[src/rtl/sequencia_pkg.sv]
// Shared types and helpers for the multi-pattern serial detector.
// Optional build macro used by the top level: SEQUENCIA_NO_OVERLAP_EN.
package sequencia_pkg;

    typedef enum logic [1:0] {
        IDLE       = 2'd0,
        RECEBENDO  = 2'd1,
        ENCONTRADO = 2'd2
    } state_t;

    localparam logic MODE_STOP = 1'b0;
    localparam logic MODE_CONT = 1'b1;

    // Slot index width; a single slot still needs a 1-bit index port.
    function automatic int pat_idx_w(input int n_pat);
        if (n_pat <= 2) begin
            return 1;
        end else begin
            return $clog2(n_pat);
        end
    endfunction

endpackage

[src/rtl/sequencia_multi_if.sv]
// Control/data bundle between the bit source, the control FSM and the detector.
interface sequencia_multi_if #(
    parameter int WIDTH = 8,
    parameter int N_PAT = 2,
    parameter int CNT_W = 8
);
    localparam int PAT_IDX_W = sequencia_pkg::pat_idx_w(N_PAT);

    logic                 setar_palavra;
    logic [PAT_IDX_W-1:0] sel_pat;
    logic [WIDTH-1:0]     palavra;
    logic [WIDTH-1:0]     mascara;
    logic                 start;
    logic                 parar;
    logic                 modo;
    logic                 bit_in;
    logic                 encontrado;
    logic [PAT_IDX_W-1:0] indice_match;
    logic [CNT_W-1:0]     contagem;
    logic                 ocupado;

    modport master (
        output setar_palavra, sel_pat, palavra, mascara, start, parar, modo, bit_in,
        input  encontrado, indice_match, contagem, ocupado
    );

    modport slave (
        input  setar_palavra, sel_pat, palavra, mascara, start, parar, modo, bit_in,
        output encontrado, indice_match, contagem, ocupado
    );

endinterface

[src/rtl/seq_match_slot.sv]
// One pattern slot: stored pattern and compare mask plus the masked window compare.
module seq_match_slot #(
    parameter int WIDTH = 8
) (
    input  logic             clk,
    input  logic             rst_n,
    input  logic             we,
    input  logic [WIDTH-1:0] palavra,
    input  logic [WIDTH-1:0] mascara,
    input  logic [WIDTH-1:0] data,
    output logic             hit
);
    logic [WIDTH-1:0] pat_r;
    logic [WIDTH-1:0] mask_r;

    // Pattern/mask storage, written only when this slot is selected.
    always_ff @(posedge clk or negedge rst_n) begin
        if (!rst_n) begin
            pat_r  <= {WIDTH{1'b0}};
            mask_r <= {WIDTH{1'b0}};
        end else if (we) begin
            pat_r  <= palavra;
            mask_r <= mascara;
        end else begin
            pat_r  <= pat_r;
            mask_r <= mask_r;
        end
    end

    assign hit = (((data ^ pat_r) & mask_r) == {WIDTH{1'b0}});

endmodule

[src/rtl/sequencia_multi.sv]
// Multi-pattern serial detector: FSM, shift window, priority encoder and hit counter.
// Build macro SEQUENCIA_NO_OVERLAP_EN makes continuous-mode hits non-overlapping.
module sequencia_multi
    import sequencia_pkg::*;
#(
    parameter int WIDTH = 8,
    parameter int N_PAT = 2,
    parameter int CNT_W = 8
) (
    input  logic              clk,
    input  logic              rst_n,
    sequencia_multi_if.slave  bus
);
    localparam int PAT_IDX_W = pat_idx_w(N_PAT);
    localparam int FILL_W    = $clog2(WIDTH + 1);
    localparam logic [FILL_W-1:0] FILL_FULL = FILL_W'(WIDTH);

    state_t               state_r;
    // Only the newest WIDTH-1 bits are kept; the incoming bit completes the window.
    logic [WIDTH-2:0]     sr_r;
    logic [FILL_W-1:0]    fill_r;
    logic                 modo_r;
    logic                 encontrado_r;
    logic [PAT_IDX_W-1:0] indice_r;
    logic [CNT_W-1:0]     contagem_r;
    logic                 ocupado_r;

    logic [WIDTH-1:0]     nxt_s;
    logic [FILL_W-1:0]    fill_inc_s;
    logic [N_PAT-1:0]     hit_vec_s;
    logic [PAT_IDX_W-1:0] idx_s;
    logic                 match_s;
    logic [CNT_W-1:0]     cnt_inc_s;

    assign nxt_s      = {sr_r, bus.bit_in};
    assign fill_inc_s = (fill_r == FILL_FULL) ? FILL_FULL : fill_r + FILL_W'(1);
    assign match_s    = (|hit_vec_s) && (fill_inc_s == FILL_FULL);
    assign cnt_inc_s  = (&contagem_r) ? contagem_r : contagem_r + CNT_W'(1);

    for (genvar k = 0; k < N_PAT; k++) begin : g_slot
        seq_match_slot #(.WIDTH(WIDTH)) u_slot (
            .clk     (clk),
            .rst_n   (rst_n),
            .we      (bus.setar_palavra && (bus.sel_pat == PAT_IDX_W'(k))),
            .palavra (bus.palavra),
            .mascara (bus.mascara),
            .data    (nxt_s),
            .hit     (hit_vec_s[k])
        );
    end

    // Priority encoder: scanning downward leaves the lowest matching slot.
    always_comb begin
        idx_s = {PAT_IDX_W{1'b0}};
        for (int k = N_PAT - 1; k >= 0; k--) begin
            idx_s = hit_vec_s[k] ? PAT_IDX_W'(k) : idx_s;
        end
    end

    // Control FSM with registered outputs; setar/parar outrank start, which outranks shifting.
    always_ff @(posedge clk or negedge rst_n) begin
        if (!rst_n) begin
            state_r      <= IDLE;
            sr_r         <= {(WIDTH-1){1'b0}};
            fill_r       <= {FILL_W{1'b0}};
            modo_r       <= MODE_STOP;
            encontrado_r <= 1'b0;
            indice_r     <= {PAT_IDX_W{1'b0}};
            contagem_r   <= {CNT_W{1'b0}};
            ocupado_r    <= 1'b0;
        end else if (bus.setar_palavra || bus.parar) begin
            state_r      <= IDLE;
            sr_r         <= {(WIDTH-1){1'b0}};
            fill_r       <= {FILL_W{1'b0}};
            encontrado_r <= 1'b0;
            indice_r     <= {PAT_IDX_W{1'b0}};
            ocupado_r    <= 1'b0;
        end else if (bus.start) begin
            state_r      <= RECEBENDO;
            sr_r         <= (WIDTH-1)'(bus.bit_in);
            fill_r       <= FILL_W'(1);
            modo_r       <= bus.modo;
            encontrado_r <= 1'b0;
            indice_r     <= {PAT_IDX_W{1'b0}};
            contagem_r   <= {CNT_W{1'b0}};
            ocupado_r    <= 1'b1;
        end else begin
            case (state_r)
                RECEBENDO: begin
                    sr_r <= nxt_s[WIDTH-2:0];
                    if (match_s) begin
                        encontrado_r <= 1'b1;
                        indice_r     <= idx_s;
                        contagem_r   <= cnt_inc_s;
                        if (modo_r == MODE_STOP) begin
                            state_r   <= ENCONTRADO;
                            ocupado_r <= 1'b0;
                            fill_r    <= fill_inc_s;
                        end else begin
                            state_r   <= RECEBENDO;
                            ocupado_r <= 1'b1;
`ifdef SEQUENCIA_NO_OVERLAP_EN
                            fill_r    <= {FILL_W{1'b0}};
`else
                            fill_r    <= fill_inc_s;
`endif
                        end
                    end else begin
                        encontrado_r <= 1'b0;
                        indice_r     <= {PAT_IDX_W{1'b0}};
                        fill_r       <= fill_inc_s;
                    end
                end
                IDLE: begin
                    state_r <= IDLE;
                end
                ENCONTRADO: begin
                    state_r <= ENCONTRADO;
                end
                default: begin
                    state_r      <= IDLE;
                    encontrado_r <= 1'b0;
                    ocupado_r    <= 1'b0;
                end
            endcase
        end
    end

    assign bus.encontrado   = encontrado_r;
    assign bus.indice_match = indice_r;
    assign bus.contagem     = contagem_r;
    assign bus.ocupado      = ocupado_r;

endmodule

[src/flat_wrapper.sv]
// flat-port wrapper written by rule: the top's interface ports become plain ports
module sequencia_multi_flat import sequencia_pkg::*;
#(
    parameter int WIDTH = 8,
    parameter int N_PAT = 2,
    parameter int CNT_W = 8
)
  (clk, rst_n, bus_setar_palavra, bus_sel_pat, bus_palavra, bus_mascara, bus_start, bus_parar, bus_modo, bus_bit_in, bus_encontrado, bus_indice_match, bus_contagem, bus_ocupado);
  sequencia_multi_if #(.WIDTH(WIDTH), .N_PAT(N_PAT), .CNT_W(CNT_W)) bus_i ();
  input  logic clk;
  input  logic rst_n;
  input wire logic [$bits(bus_i.setar_palavra)-1:0] bus_setar_palavra;
  input wire logic [$bits(bus_i.sel_pat)-1:0] bus_sel_pat;
  input wire logic [$bits(bus_i.palavra)-1:0] bus_palavra;
  input wire logic [$bits(bus_i.mascara)-1:0] bus_mascara;
  input wire logic [$bits(bus_i.start)-1:0] bus_start;
  input wire logic [$bits(bus_i.parar)-1:0] bus_parar;
  input wire logic [$bits(bus_i.modo)-1:0] bus_modo;
  input wire logic [$bits(bus_i.bit_in)-1:0] bus_bit_in;
  output wire logic [$bits(bus_i.encontrado)-1:0] bus_encontrado;
  output wire logic [$bits(bus_i.indice_match)-1:0] bus_indice_match;
  output wire logic [$bits(bus_i.contagem)-1:0] bus_contagem;
  output wire logic [$bits(bus_i.ocupado)-1:0] bus_ocupado;
  assign bus_i.setar_palavra = bus_setar_palavra;
  assign bus_i.sel_pat = bus_sel_pat;
  assign bus_i.palavra = bus_palavra;
  assign bus_i.mascara = bus_mascara;
  assign bus_i.start = bus_start;
  assign bus_i.parar = bus_parar;
  assign bus_i.modo = bus_modo;
  assign bus_i.bit_in = bus_bit_in;
  assign bus_encontrado = bus_i.encontrado;
  assign bus_indice_match = bus_i.indice_match;
  assign bus_contagem = bus_i.contagem;
  assign bus_ocupado = bus_i.ocupado;
  sequencia_multi #(.WIDTH(WIDTH), .N_PAT(N_PAT), .CNT_W(CNT_W)) u_core (.clk(clk), .rst_n(rst_n), .bus(bus_i));
endmodule
[config.mk]
export PLATFORM = sky130hd
export DESIGN_NAME = sequencia_multi_flat
export DESIGN_NICKNAME = d
export VERILOG_FILES = /design/src/rtl/sequencia_pkg.sv /design/src/rtl/sequencia_multi_if.sv /design/src/rtl/seq_match_slot.sv /design/src/rtl/sequencia_multi.sv /design/src/flat_wrapper.sv
export SDC_FILE = /design/constraint.sdc
export NUM_CORES = 1
export LEC_CHECK = 0
export CAP_MARGIN = 20
export CORE_MARGIN = 4
export CORE_UTILIZATION = 40
export CTS_CLUSTER_SIZE = 28
export DETAILED_ROUTE_END_ITERATION = 10
export DONT_BUFFER_PORTS = 1
export PLACE_DENSITY = 0.66
export SETUP_SLACK_MARGIN = 0.05
export SLEW_MARGIN = 40
export SYNTH_ARGS = -nofsm -noshare
export SYNTH_HDL_FRONTEND = slang
export SYNTH_SLANG_ARGS = --single-unit
[constraint.sdc]
create_clock -name clk -period 2.9 [get_ports clk]
set_input_delay 0.58 -clock clk [delete_from_list [all_inputs] [get_ports clk]]
set_output_delay 0.58 -clock clk [all_outputs]
set_load 0.02 [all_outputs]
==> results of run 1 <==
==> cells in the mapped netlist, types with 2 or more instances <==
cell type,n
a21oi_1,5
nand3_1,8
mux2_2,34
dfrtp_1,57
nand4_1,5
nand2_1,15
and4_1,2
clkbuf_1,7
nor3_1,2
or3_1,2
o21ai_1,3
nor2b_1,4
or2_2,3
nor2_1,18
ha_1,6
nor4_1,3
mux2i_1,9
a22oi_1,10
xnor2_1,2
xor2_1,19
o211ai_1,4
inv_1,6
o21ai_0,3
==> cell type report <==
type / instances / area, µm²
multi-input cells: 173 / 1330
inverters: 6 / 22.5
flip-flops and latches: 57 / 1430
well taps: 96 / 120
clock inverters: 6 / 108
repair buffers: 3 / 42.5
clock buffers: 9 / 124
fillers: 629 / 3620
==> registers in the layout (all words and copies together), names as in the netlist <==
signal	count
u_core.g_slot.u_slot.mask_r	16
u_core.g_slot.u_slot.pat_r	16
u_core.bus.contagem	8
u_core.sr_r	7
u_core.fill_r	4
u_core.state_r	2
u_core.bus.encontrado	1
u_core.bus.indice_match	1
u_core.bus.ocupado	1
u_core.modo_r	1
==> metrics by stage <==
step	hold WS, ns	setup WS, ns	instance area [µm²]
floorplan	0.284	0.775	2810
global placement	0.286	0.670	2910
detailed placement	0.286	0.615	2910
CTS	0.0940	0.623	3170
global route	0.107	0.491	3170
finish	0.0955	0.631	3170
==> metal layers <==
layer	global-route usage [%]	up-vias	wire length, µm	share of wire [%]
met1	18.5	913	2630	46
met4	5.69	0	72	1.2
met5	0	-	0	0
li1	-	897	-	-
met3	6.89	8	440	7.6
met2	23.1	45	2630	46
==> worst max-delay path by stage <==
stage / from / end / slack [ns]
2_1_floorplan: u_core.fill_r[0] / u_core.bus.contagem[7] / 0.77
3_3_place_gp: bus_bit_in / u_core.bus.contagem[7] / 0.67
3_5_place_dp: bus_bit_in / u_core.bus.contagem[7] / 0.61
4_1_cts: u_core.fill_r[0] / u_core.bus.contagem[7] / 0.62
5_1_grt: u_core.fill_r[0] / u_core.bus.contagem[7] / 0.49
6_report: u_core.fill_r[0] / u_core.bus.contagem[7] / 0.63
==> power by group <==
part | leakage, nW | switching, W | internal, W
combinational | 0.520 | 0.0000971 | 0.000104
sequential | 0.718 | 0.0000604 | 0.000870
clock | 0.115 | 0.000323 | 0.000562
==> worst max-delay path, delay by kind of cell, from the launching register on <==
| family | cells | cell delay (ns) |
|---|---|---|
| AND/OR/NAND/NOR | 3 | 0.87 |
| AO/OA/AOI/OAI | 2 | 0.46 |
| flip-flops | 1 | 0.45 |
| adder cells (fa/ha/maj) | 1 | 0.26 |
| XOR/XNOR | 1 | 0.16 |
==> cell families after synthesis <==
kind of cell	count (synthesis)	share of synthesized area (%)
AOI/OAI and AO/OA	35	8.72
xor gates and xnor gates	21	6.54
adders and majority gates	6	2.67
buffers and inverters	15	2.14
DFF	57	50.7
muxes	43	16.8
and+or+nand+nor	68	12.4
==> timing repair <==
| item | in CTS | in global routing |
|---|---|---|
| endpoints found under the hold margin | 57 | 0 |
| setup endpoints to repair | 0 | 0 |
| hold buffers | 1 | 0 |
==> impl_metrics.yaml, run 1 <==
placement:
  port_buffers: 0
  globalplace.congestion: 0.816
  dp_cells: 334
  dpl.hpwl_um: 4090
final_layout:
  layout-drive-gt1-share_pct: 23.2
  layout.cells.non_filler: 350
  layout_common_cells: "dfrtp_1 (57), mux2_2 (34), xor2_1 (19)"
  fin_util_pct: 46.6
  area_delta_synth_final_pct: 12.7
  diodes: 0
  layout.nets: 280
  final_common_cell: "dfrtp_1"
power_and_ir_drop:
  p_leak_nw: 1.35
  ir_drop_uv: 357
  power.total_w: 0.00202
  power_density_mw_per_mm2: 637
synth:
  synth.area.top_cells: "dfrtp_1 (51%), mux2_2 (14%), xor2_1 (5.9%), mux2i_1 (3.2%), a22oi_1 (2.7%)"
  ys.flop_type: "dfrtp_1"
  syn_inst: 245
  synth-edff-count: 0
  synth.distinct_cells: 41
  syn_avg_cell_area_um2: 11.5
  seq_area_frac_synth_pct: 50.7
  synth_top_area_cell: "dfrtp_1"
  syn_area_mm2: 0.00281
  syn_nets: 275
  yosys_register_bits: 57
  yosysTopAreaCellShare_pct: 50.7
  ys_async_sr_fraction_pct: 100
  synth_warnings: 0
clock_network:
  root_buffer: "clkbuf_8"
  clkTransAtPathRegs_ns: 0.07
  numCtsBuffers: 9
  ctsResizeCount: 0
  clockBufferDepth: 2
  clk-insertion-delay-late_ns: 0.34
  cts_tree: "built"
  numClockSinks: 57
  postCtsSetupRepairBufs: 0
  cts_max_level: 3
worst_setup_path:
  r2r_end: "u_core.bus.contagem[7]"
  reg2reg_from: "u_core.fill_r[0]"
  worst_setup_path_start_kind: "flop"
  end_kind: "flop"
  crit_path_max_fanout: 7
  crit_path_cell_trace: "ha_1 > xnor2_1 > a2bb2oi_1 > or3_4 > a2111o_1 > or4_1 > nand3_1"
  critical_path_class: "flop to flop"
  cp_slowest_cell: "dfrtp_1"
  ff2ff_path_depth: 7
  arrival_ns: 2.55
  cp_slowest_stage_delay_ns: 0.45
  reg2reg_slack_ns: 0.63
  required_ns: 3.18
timing:
  final_hold_viol_count: 0
  fmax_ghz: 0.441
  setup_viol: 0
  maxSlewViolCount: 0
  rsz0062_at_grt: "no"
  clock_skew_ns: 0.00283
  slew_headroom_pct: 52.6
  worst_pin_slew_ns: 0.710
  layout_min_cycle_time_ns: 2.27
  tns_ns: 0
  timing.final.crit_share_pct: 78.2
die:
  initial_core_util_pct: 41.4
  core-area_mm2: 0.00679
  die_area_mm2: 0.00844
  boundaryPins: 35
  die_x_um: 91.9
  fp.dieH_um: 91.9
  num_rows: 30
grt:
  grt_pass1_wl_um: 9830
  antenna_found_initial: 0
  grt_max_degree: 58
  grtUsageTotal_pct: 15.0
  grt_pass1_vias: 1973
  overflow: 0
detailed_routing:
  vias_per_cell: 5.32
  wl_per_cell_um: 16.5
  drtIter0Drc: 91
  first_pass_iters: 4
  drc: 0
  routed_wl_um: 5770
  ant_nets: 0
  vias: 1863
worst_hold_path:
  hold_path.class: "primary input to async pin"
status:
  status: "finished clean"
flow_run:
  maxCapViolations: 0
Note: power is estimated with default switching activity, not from simulation.
==> run 2, diff against run 1 <==
--- a/config.mk
+++ b/config.mk
@@ -11,7 +11,7 @@
 export CTS_CLUSTER_SIZE = 28
 export DETAILED_ROUTE_END_ITERATION = 10
 export DONT_BUFFER_PORTS = 1
-export PLACE_DENSITY = 0.66
+export PLACE_DENSITY = 0.68
 export SETUP_SLACK_MARGIN = 0.05
 export SLEW_MARGIN = 40
 export SYNTH_ARGS = -nofsm -noshare
==> constraint.sdc (replaced) <==
create_clock -name clk -period 1.9 [get_ports clk]
set_input_delay 0.38 -clock clk [delete_from_list [all_inputs] [get_ports clk]]
set_output_delay 0.38 -clock clk [all_outputs]
set_load 0.02 [all_outputs]
==> impl_metrics.yaml, run 2 (synthesis results as in run 1) <==
detailed_routing:
  routed_wl_um: 6260
  vias_per_cell: 5.22
  first_pass_iters: 4
  vias: 2025
  ant_nets: 0
  top_layer: "met4"
  wl_per_cell_um: 16.1
  wl_met3_um: 549
  wl_met1_um: 2720
  drc: 0
  wl_met2_um: 2910
  drtIter0Drc: 76
die:
  num_rows: 30
  die_x_um: 91.9
  core-area_mm2: 0.00679
  boundaryPins: 35
  die_area_mm2: 0.00844
  fp.dieH_um: 91.9
  initial_core_util_pct: 41.4
status:
  violations: "negative setup slack"
  status: "finished, violations left"
worst_hold_path:
  hold_path.class: "primary input to flop"
clock_network:
  cts_tree: "built"
  root_buffer: "clkbuf_8"
  clockBufferDepth: 2
  cts_max_level: 3
  numCtsBuffers: 9
  clkTransAtPathRegs_ns: 0.07
  clk-insertion-delay-late_ns: 0.34
  numClockSinks: 57
final_layout:
  area_delta_synth_final_pct: 25.1
  final_common_cell: "dfrtp_1"
  finalInstanceArea_mm2: 0.00352
  diodes: 0
  layout.cells.non_filler: 388
  layout_common_cells: "dfrtp_1 (55), buf_4 (35), mux2_2 (34)"
  layout-drive-gt1-share_pct: 38.7
  fillerInstances: 612
  fin_util_pct: 51.8
  layout.nets: 317
grt:
  grtUsageTotal_pct: 15.6
  grt_pass1_vias: 2079
  grt_pass1_wl_um: 10300
  grt_max_degree: 58
  antenna_found_initial: 0
  overflow: 0
timing:
  tns_ns: -1.02
  clock_skew_ns: 0.0123
  slew_headroom_pct: 75.9
  fmax_ghz: 0.480
  timing.final.crit_share_pct: 110
  layout_min_cycle_time_ns: 2.08
  final_hold_viol_count: 0
  rsz0062_at_grt: "yes"
  maxSlewViolCount: 0
  setup_viol: 9
  worst_pin_slew_ns: 0.358
  setup_slack_ns: -0.183
power_and_ir_drop:
  ir_drop_uv: 684
  p_leak_nw: 1.52
  switchingPower_w: 0.000745
  p_sw_share_pct: 26.7
  p_clk_share_pct: 35.2
  pwr-share-comb_pct: 14.1
  internal_power_w: 0.00204
  power_density_mw_per_mm2: 791
  seqPwrFrac_pct: 50.7
worst_setup_path:
  end_kind: "flop"
  worst_setup_path_start_kind: "flop"
  arrival_ns: 2.32
  critical_path_class: "flop to flop"
  crit_path_max_fanout: 4
  required_ns: 2.13
placement:
  dp_cells: 365
  dp_worst_setup_slack_ns: -0.230
  dpl.hpwl_um: 4270
  port_buffers: 0
  dpl-instance-area_mm2: 0.00317
  globalplace.congestion: 0.831
flow_run:
  maxCapViolations: 0
==> run 2: cell types whose count changed in the layout (fill, tap and decap cells not counted), sizes merged <==
cell,delta
buf,+36
bufinv,-3
clkbuf,+4
dlygate4sd3,+1
==> run 2: what timing repair did <==
item	in CTS	in global routing
buffers inserted	2	3
resized for setup	10	10
hold buffers	2	0
gates cloned	0	0
setup endpoints to repair	9	13
pin swaps	3	5
hold endpoints to repair	57	0
==> run 2: stage by stage <==
| step | hold slack (ns) | total power [W] |
|---|---|---|
| CTS | 0.118 | 0.00280 |
| detailed placement | 0.0865 | 0.00176 |
| global route | 0.125 | 0.00293 |
| floorplan | 0.0844 | 0.00165 |
| global placement | 0.0864 | 0.00174 |
| finish | 0.137 | 0.00278 |
==> run 2: worst max-delay path, stage by stage (launching register included) <==
cell and delay (ns):
dfrtp_2 0.45, inv_2 0.08, ha_4 0.14, nand2_4 0.05, a2bb2oi_2 0.15, or3_4 0.33, a2111o_1 0.32, buf_4 0.15
buf_6 0.11, mux2i_1 0.13, nand2_1 0.06
==> run 2: power groups by stage <==
| stage | registers [W] | logic [W] | clock network (W) |
|---|---|---|---|
| floorplan | 0.00141 | 0.000237 | 0 |
| global placement | 0.00143 | 0.000317 | 0 |
| detailed placement | 0.00143 | 0.000327 | 0 |
| CTS | 0.00141 | 0.000375 | 0.00102 |
| global route | 0.00142 | 0.000435 | 0.00107 |
| finish | 0.00141 | 0.000393 | 0.000979 |
==> run 2: worst paths after layout <==
kind / from / slack (ns) / cells after the start / endpoint
min in group asynchronous: rst_n / 0.56 / 2 / u_core.bus.indice_match
worst min register to register: u_core.g_slot[1].u_slot.mask_r[7] / 0.52 / 1 / u_core.g_slot[1].u_slot.mask_r[7]
worst max-delay path: u_core.fill_r[1] / -0.18 / 10 / u_core.bus.contagem[5]
worst max register to register: u_core.fill_r[1] / -0.18 / 10 / u_core.bus.contagem[5]
max in group asynchronous: rst_n / 1.04 / 2 / u_core.fill_r[0]
worst min-delay path: bus_start / 0.14 / 1 / u_core.bus.contagem[1]
==> run 2: layout make-up <==
cell class / instances / area, µm² / area share, %
inverter: 6 / 22.5 / 0.640
clock inverter: 3 / 17.5 / 0.498
tap: 96 / 120 / 3.41
multi-input combinational: 173 / 1450 / 41.1
timing repair buffer: 40 / 334 / 9.49
clock buffer: 13 / 149 / 4.23
sequential: 57 / 1430 / 40.6
==> run 2: metal layers <==
metal  vias up  global-route usage (%)
met4         0                    5.82
met5         -                       0
met3         9                    7.14
met1       997                    18.7
li1        969                       -
met2        50                    24.7
==> run 3, diff against run 2 <==
--- a/config.mk
+++ b/config.mk
@@ -7,11 +7,11 @@
 export LEC_CHECK = 0
 export CAP_MARGIN = 20
 export CORE_MARGIN = 4
-export CORE_UTILIZATION = 40
+export CORE_UTILIZATION = 52
 export CTS_CLUSTER_SIZE = 28
 export DETAILED_ROUTE_END_ITERATION = 10
 export DONT_BUFFER_PORTS = 1
-export PLACE_DENSITY = 0.68
+export PLACE_DENSITY = 0.82
 export SETUP_SLACK_MARGIN = 0.05
 export SLEW_MARGIN = 40
 export SYNTH_ARGS = -nofsm -noshare
==> impl_metrics.yaml, run 3 (synthesis results as in run 1) <==
die:
  num_rows: 26
  die_x_um: 81.5
  die_area_mm2: 0.00665
  initial_core_util_pct: 54.4
  boundaryPins: 35
  fp.dieH_um: 81.5
  core-area_mm2: 0.00517
power_and_ir_drop:
  switchingPower_w: 0.000756
  p_sw_share_pct: 25.5
  internal_power_w: 0.00221
  power_density_mw_per_mm2: 834
  ir_drop_uv: 826
  pwr-share-comb_pct: 13.6
  seqPwrFrac_pct: 47.5
  power.total_w: 0.00297
  p_clk_share_pct: 38.9
  p_leak_nw: 1.54
timing:
  tns_ns: -1.16
  final_hold_viol_count: 0
  maxSlewViolCount: 0
  worst_pin_slew_ns: 0.432
  rsz0062_at_grt: "yes"
  layout_min_cycle_time_ns: 2.13
  setup_slack_ns: -0.225
  fmax_ghz: 0.471
  setup_viol: 12
  hold-worst-slack_ns: 0.140
  clock_skew_ns: 0.00764
  timing.final.crit_share_pct: 112
  slew_headroom_pct: 71.1
grt:
  grt_pass1_vias: 2292
  antenna_found_initial: 0
  grt_pass1_wl_um: 10800
  overflow: 0
  grt_max_degree: 58
  grtUsageTotal_pct: 21.8
worst_hold_path:
  hold_path.class: "primary input to flop"
detailed_routing:
  ant_nets: 0
  vias: 2091
  vias_per_cell: 5.79
  drtIter0Drc: 80
  first_pass_iters: 4
  routed_wl_um: 6380
  wl_per_cell_um: 17.7
  drc: 0
placement:
  port_buffers: 0
  dpl-instance-area_mm2: 0.00314
  globalplace.congestion: 0.861
  dpl.hpwl_um: 4340
clock_network:
  root_buffer: "clkbuf_8"
  numClockSinks: 57
  clkTransAtPathRegs_ns: 0.06
  clk-insertion-delay-late_ns: 0.34
  cts_tree: "built"
  clockBufferDepth: 2
  numCtsBuffers: 9
  cts_max_level: 3
worst_setup_path:
  critical_path_class: "flop to flop"
  crit_path_max_fanout: 3
  worst_setup_path_start_kind: "flop"
  arrival_ns: 2.39
  end_kind: "flop"
  required_ns: 2.17
status:
  violations: "negative setup slack"
  status: "finished, violations left"
final_layout:
  area_delta_synth_final_pct: 26.4
  finalInstanceArea_mm2: 0.00355
  layout_common_cells: "dfrtp_1 (55), mux2_2 (34), buf_4 (33)"
  layout.nets: 316
  fillerInstances: 370
  diodes: 0
  final_common_cell: "dfrtp_1"
  layout-drive-gt1-share_pct: 39.9
flow_run:
  maxCapViolations: 0
run 3: cell count changes in the layout (fill, tap and decap cells not counted), sizes merged:
cell,change
clkbuf,-1
bufinv,+1
buf,-1
run 3: layout make-up:
| class | count | area, µm² | area share (%) |
|---|---|---|---|
| Clock inverter | 4 | 51.3 | 1.44 |
| Sequential cell | 57 | 1430 | 40.2 |
| Multi-Input combinational cell | 173 | 1480 | 41.6 |
| Tap cell | 70 | 87.6 | 2.46 |
| Inverter | 6 | 22.5 | 0.634 |
| Clock buffer | 12 | 155 | 4.36 |
| Timing Repair Buffer | 39 | 330 | 9.29 |
run 3: critical path, stage by stage (launching register included):
cell	delay [ns]
dfrtp_1	0.41
xor2_1	0.18
a22oi_1	0.29
nand4_1	0.21
a2111o_1	0.46
or4_1	0.41
nand3_1	0.09
run 3: worst paths after layout:
path / start / to / slack (ns) / cells past startpoint
min in group asynchronous: rst_n / u_core.state_r[1] / 0.57 / 2
worst min-delay path: bus_start / u_core.bus.contagem[0] / 0.14 / 1
worst max-delay path: u_core.sr_r[2] / u_core.bus.contagem[7] / -0.23 / 6
worst max register to register: u_core.sr_r[2] / u_core.bus.contagem[7] / -0.23 / 6
worst min register to register: u_core.g_slot[0].u_slot.mask_r[3] / u_core.g_slot[0].u_slot.mask_r[3] / 0.51 / 1
max in group asynchronous: rst_n / u_core.fill_r[1] / 1.08 / 2
run 3: power groups by stage:
stage | registers, W | logic (W) | clock network [W]
detailed placement | 0.00143 | 0.000328 | 0
floorplan | 0.00141 | 0.000237 | 0
CTS | 0.00141 | 0.000377 | 0.00118
global placement | 0.00142 | 0.000315 | 0
global route | 0.00142 | 0.000444 | 0.00125
finish | 0.00141 | 0.000404 | 0.00115
run 3: metrics by stage:
step	util [%]	instances	setup slack [ns]
after floorplan	-	245	-0.209
after global placement	60.7	339	-0.150
after detailed placement	60.7	339	-0.227
after CTS	67.0	359	-0.179
after global routing	68.7	361	-0.353
final	68.7	361	-0.225
run 3: timing repair:
action	in CTS	in global routing
setup endpoints to repair	9	13
gates resized for setup	12	13
endpoints found under the hold margin	57	0
pin swaps	4	14
gates cloned	0	0
hold buffers	2	0
buffers inserted	2	3
run 3: per-layer routing:
metal	global-route usage, %	share of wire (%)
met4	9.46	2.2
met3	7.79	7.2
met2	37.2	51
met1	24.6	39
met5	0	0
